`config.mk`:
```
export PLATFORM = sky130hd
export DESIGN_NAME = fsm_juego_multi
export DESIGN_NICKNAME = d
export VERILOG_FILES = /design/src/rtl/fsm_juego_multi.sv
export SDC_FILE = /design/constraint.sdc
export NUM_CORES = 1
export LEC_CHECK = 0
export CAP_MARGIN = 0
export CORE_MARGIN = 4
export CORE_UTILIZATION = 45
export CTS_CLUSTER_DIAMETER = 120
export CTS_CLUSTER_SIZE = 25
export DETAILED_ROUTE_END_ITERATION = 8
export PLACE_DENSITY_LB_ADDON = 0.3
export REMOVE_ABC_BUFFERS = 1
export SKIP_LAST_GASP = 1
export SLEW_MARGIN = 30
export SYNTH_ARGS = -nofsm -noshare
export SYNTH_HDL_FRONTEND = slang
export SYNTH_SLANG_ARGS = --single-unit
```
`constraint.sdc`:
```
create_clock -name clk_i -period 4.7 [get_ports clk_i]
set_input_delay 1.41 -clock clk_i [delete_from_list [all_inputs] [get_ports clk_i]]
set_output_delay 1.41 -clock clk_i [all_outputs]
set_load 0.01 [all_outputs]
```
`src/rtl/fsm_juego_multi.sv`:
```
// Dice-game round controller: arms on MIN_PRESS held buttons, rolls on full
// release, waits for every dice engine to report done (or a cycle timeout),
// then pulses the win-evaluation enable and counts completed rounds.
module fsm_juego_multi #(
    parameter int unsigned NUM_BTN     = 2,
    parameter int unsigned NUM_DADOS   = 2,
    parameter int unsigned MIN_PRESS   = 2,
    parameter int unsigned TIMEOUT_CYC = 1000000,
    parameter int unsigned RONDA_W     = 8
) (
    input  logic                 clk_i,
    input  logic                 rst_i,
    input  logic [NUM_BTN-1:0]   tirar_i,
    input  logic [NUM_DADOS-1:0] done_dados_i,
    output logic                 en_dados_o,
    output logic                 en_gane_o,
    output logic                 timeout_o,
    output logic                 busy_o,
    output logic [RONDA_W-1:0]   ronda_o,
    output logic [2:0]           estado_o
);

    localparam int unsigned CNT_W = $clog2(NUM_BTN + 1);
    localparam int unsigned TMR_W = (TIMEOUT_CYC == 0) ? 1 : $clog2(TIMEOUT_CYC + 1);
    localparam logic [CNT_W-1:0] MIN_P    = CNT_W'(MIN_PRESS);
    localparam logic [TMR_W-1:0] TMR_LAST = TMR_W'(TIMEOUT_CYC - 1);
    localparam bit               TMO_EN   = (TIMEOUT_CYC != 0);

    typedef enum logic [2:0] {
        IDLE     = 3'd0,
        GOT_SOME = 3'd1,
        ARMED    = 3'd2,
        LET_SOME = 3'd3,
        TIRA     = 3'd4,
        EVALUA   = 3'd5
    } state_t;

    state_t               state, state_n;
    logic [CNT_W-1:0]     cnt;
    logic [NUM_DADOS-1:0] latch;
    logic [TMR_W-1:0]     timer;
    logic                 all_done;
    logic                 tmo_hit;

    // Number of buttons currently held
    always_comb begin
        cnt = '0;
        for (int unsigned i = 0; i < NUM_BTN; i++) begin
            cnt = cnt + CNT_W'(tirar_i[i]);
        end
    end

    // A done arriving in the current cycle counts together with the latched ones
    assign all_done = &(latch | done_dados_i);
    assign tmo_hit  = TMO_EN && (timer == TMR_LAST);

    // State register
    always_ff @(posedge clk_i) begin
        if (rst_i) begin
            state <= IDLE;
        end else begin
            state <= state_n;
        end
    end

    // Next-state logic; unused codes fall back to IDLE
    always_comb begin
        state_n = state;
        case (state)
            IDLE: begin
                if (cnt >= MIN_P)     state_n = ARMED;
                else if (cnt != '0)   state_n = GOT_SOME;
            end
            GOT_SOME: begin
                if (cnt == '0)        state_n = IDLE;
                else if (cnt >= MIN_P) state_n = ARMED;
            end
            ARMED: begin
                if (cnt == '0)        state_n = TIRA;
                else if (cnt < MIN_P) state_n = LET_SOME;
            end
            LET_SOME: begin
                if (cnt == '0)         state_n = TIRA;
                else if (cnt >= MIN_P) state_n = ARMED;
            end
            TIRA: begin
                if (all_done)         state_n = EVALUA;
                else if (tmo_hit)     state_n = IDLE;
            end
            EVALUA:                   state_n = IDLE;
            default:                  state_n = IDLE;
        endcase
    end

    // Roll datapath: done latches, roll timer, abort pulse and round counter
    always_ff @(posedge clk_i) begin
        if (rst_i) begin
            latch     <= '0;
            timer     <= '0;
            timeout_o <= 1'b0;
            ronda_o   <= '0;
        end else begin
            timeout_o <= (state == TIRA) && !all_done && tmo_hit;
            if (state == EVALUA) begin
                ronda_o <= ronda_o + RONDA_W'(1);
            end
            if ((state != TIRA) && (state_n == TIRA)) begin
                latch <= '0;
                timer <= '0;
            end else if (state == TIRA) begin
                latch <= latch | done_dados_i;
                timer <= timer + TMR_W'(1);
            end
        end
    end

    assign en_dados_o = (state == TIRA);
    assign en_gane_o  = (state == EVALUA);
    assign busy_o     = (state == TIRA) || (state == EVALUA);
    assign estado_o   = state;

endmodule

```
==> key figures <==
Outcome
  • Outcome: finished, final reports clean

Final layout
  • Layout cells sized above 1: ~9.1%
  • Layout area overhead: 18.0%
  • Final core utilization: between 50% and 60%
  • Diode count: 0
  • NumNets Final: between 200 and 250
  • Fillers: 324

Timing
  • Fmax achieved: ~0.3 GHz
  • Fin crit share: 72.8%
  • Final setup violation count: 0
  • Unrepaired setup endpoints after global routing: no
  • Clk_skew: 0.00946 ns
  • Max transition margin: between 70% and 80%
  • Period minus WS final: 3.42 ns
  • Tightest Pin Transition: between 0.4 and 0.5 ns
  • Setup_tns: 0 ns
  • Final Hold Fails: 0
  • Slew Viols, Final: 0

Global routing
  • First-pass GRT wire length: a little under 6000 um
  • Largest net degree at the start of global routing: 23
  • Global route overflow: 0
  • Initial antenna violation count: 0
  • Vias in the first global route: around 1400
  • Total track usage: around 17%

Die
  • IO Pins: 21
  • Die width: 68.2 um
  • Rows: 21
  • Die area: 0.00465 mm^2
  • Std-Cell Core Area: 0.00342 mm^2
  • Initial Utilization: a little under half
  • Die H: approximately 70 um

Power and ir drop
  • LEAKAGE: roughly 0.00065 uW
  • Pwr per Cell Area: ~250 mW/mm^2
  • Worst VDD drop: ~0.16 mV

Run
  • Max_cap viols: 0

Synthesis
  • Post-synth top area share: approximately two fifths
  • Sequential share of the synthesized area: 41.7%
  • #FFs+latches synth: 34
  • Number of synthesized flops with an enable pin: 0
  • Top_reg_cell synth: dfxtp_1
  • Post-Syn Instances: roughly 190
  • Syn_area_per_cell: between 8 and 9 um^2
  • Area of the mapped netlist: between 0.0015 and 0.002 mm^2
  • Post-synthesis async set-or-reset flop share: 0%
  • Ys Warns: 0
  • Ranking of synthesized cells by area: dfxtp_1, nor2_1, xnor2_1
  • Synth area leader: dfxtp_1
  • Netlist cell types: 42

Route
  • Antenna-violating nets left: 0
  • Drt drc: 0
  • Post-Route WL: between 3000 and 4000 um
  • Via density: about 5.7
  • Vias: roughly 1400
  • Wirelength per Cell: 13.5 um
  • Drt pass-1 iters: 4
  • DR iter-0 viols: 87

Placement
  • Final HPWL from detailed placement: approximately 2500 um
  • RePlAce Congestion: a little over 0.9
  • Number of I/O port buffers: 20

Critical path
  • CP arrival: around 3.6 ns
  • CP Max Fanout: 22
  • Internal reg-to-reg setup slack: ~2.5 ns
  • WP data required: between 4 and 5 ns
  • Setup CP Type: input pin to flip-flop
  • Setup crit start kind: input pin
  • Critical Path Sink Type: flip-flop

CTS
  • CTS tree: yes
  • Post-CTS Repair Setup Buffers: 0
  • Clock net sink count: 34
  • Cts repair resizes: 0
  • Worst-path clk slew: about 0.080 ns
  • Clock root buffer: clkbuf_4
  • Max clock buf depth: 2
  • Hold Buf Count CTS: 0
  • H-tree Lvls: 2
  • TritonCTS buffer count: 5
  • Skew-Pair Late Insertion Delay: approximately 0.32 ns

Worst hold path
  • Worst min path class: flip-flop to flip-flop
## final timing paths
kind                                   from   endpoint  cells past startpoint
worst min-delay path               latch[1]   latch[1]                      2
worst max register to register  estado_o[2]  timer[18]                      6
worst max-delay path             tirar_i[0]  timer[13]                      8
worst min register to register     latch[1]   latch[1]                      2
## sequential cells by signal, summed over array words and instances, names as in the netlist
register,flops
timer,20
ronda_o,8
estado_o,3
latch,2
timeout_o,1
## report_power, final
group / switching, uW / leakage, uW / internal (uW)
combinational: 17.6 / 0.000349 / 15.8
sequential: 4.43 / 0.000274 / 290
clock: 85.4 / 0.0000302 / 67.3
total: 107 / 0.000654 / 373
## layout make-up
cell class | instances | area, um^2 | share of cell area, %
clock buffers | 6 | 51.3 | 2.67
inverters | 6 | 22.5 | 1.17
multi-input cells | 141 | 896 | 46.6
flip-flops and latches | 34 | 681 | 35.4
well taps | 46 | 57.6 | 2.99
repair buffers | 22 | 215 | 11.2
## layout by cell type (no fill, tap or decap), drive strengths merged, types with 7 or more instances in the layout
master / netlist / routed
a21oi: 12 / 12
clkdlybuf4s50: 0 / 20
dfxtp: 34 / 34
nand2: 15 / 15
nand3: 11 / 11
nand4: 8 / 8
nor2: 22 / 22
or4: 7 / 7
xnor2: 9 / 9
xor2: 9 / 9
## kinds of logic (layout without fill, tap and decap cells)
logic type,count (synthesis),count (layout),synth area share (%)
AO/OA/AOI/OAI,27,27,10.9
XOR/XNOR,18,18,9.67
adder cells (fa/ha/maj),4,4,3.07
buffers and inverters,13,34,3.30
flip-flops,34,34,41.7
AND/OR/NAND/NOR,92,92,31.3
## synth_stat cells, types with 3 or more instances
| cell | count |
|---|---|
| ha_1 | 4 |
| dfxtp_1 | 34 |
| o21ai_0 | 4 |
| or4_1 | 4 |
| clkbuf_1 | 3 |
| o211ai_1 | 3 |
| nand3_1 | 11 |
| xor2_1 | 9 |
| nor3_1 | 6 |
| xnor2_1 | 9 |
| nand2_1 | 15 |
| nand4_1 | 7 |
| nor4_1 | 4 |
| nor2_1 | 22 |
| buf_2 | 4 |
| a21oi_1 | 10 |
| inv_1 | 6 |
## worst max-delay path, cell delays in order
cell and delay [ns]:
clkdlybuf4s50_1 0.51, inv_1 0.06, ha_1 0.34, or4b_2 0.64, o211ai_1 0.18, buf_4 0.29, or4_1 0.16, nand2_1 0.05
## per-layer routing
layer	routed length [um]	up-vias	part of all wire [%]	global-route usage, %
li1	-	718	-	-
met1	1450	671	42	18.1
met2	1710	44	50	30.1
met3	186	9	5.4	3.94
met4	86	0	2.5	9.93
met5	0	-	0	0
## per-stage QoR
| stage | hold slack (ns) | worst slack [ns] | std cells | area (um^2) | power, uW |
|---|---|---|---|---|---|
| final | 0.480 | 1.28 | 255 | 1920 | 481 |
| after global routing | 0.517 | 1.20 | 255 | 1920 | 506 |
| after CTS | 0.487 | 1.30 | 255 | 1920 | 488 |
| after detailed placement | 0.464 | 0.967 | 249 | 1870 | 334 |
| after global placement | 0.454 | 1.06 | 249 | 1870 | 333 |
| after floorplan | 0.437 | 1.02 | 181 | 1600 | 317 |
Note: power is estimated with default switching activity, not from simulation.
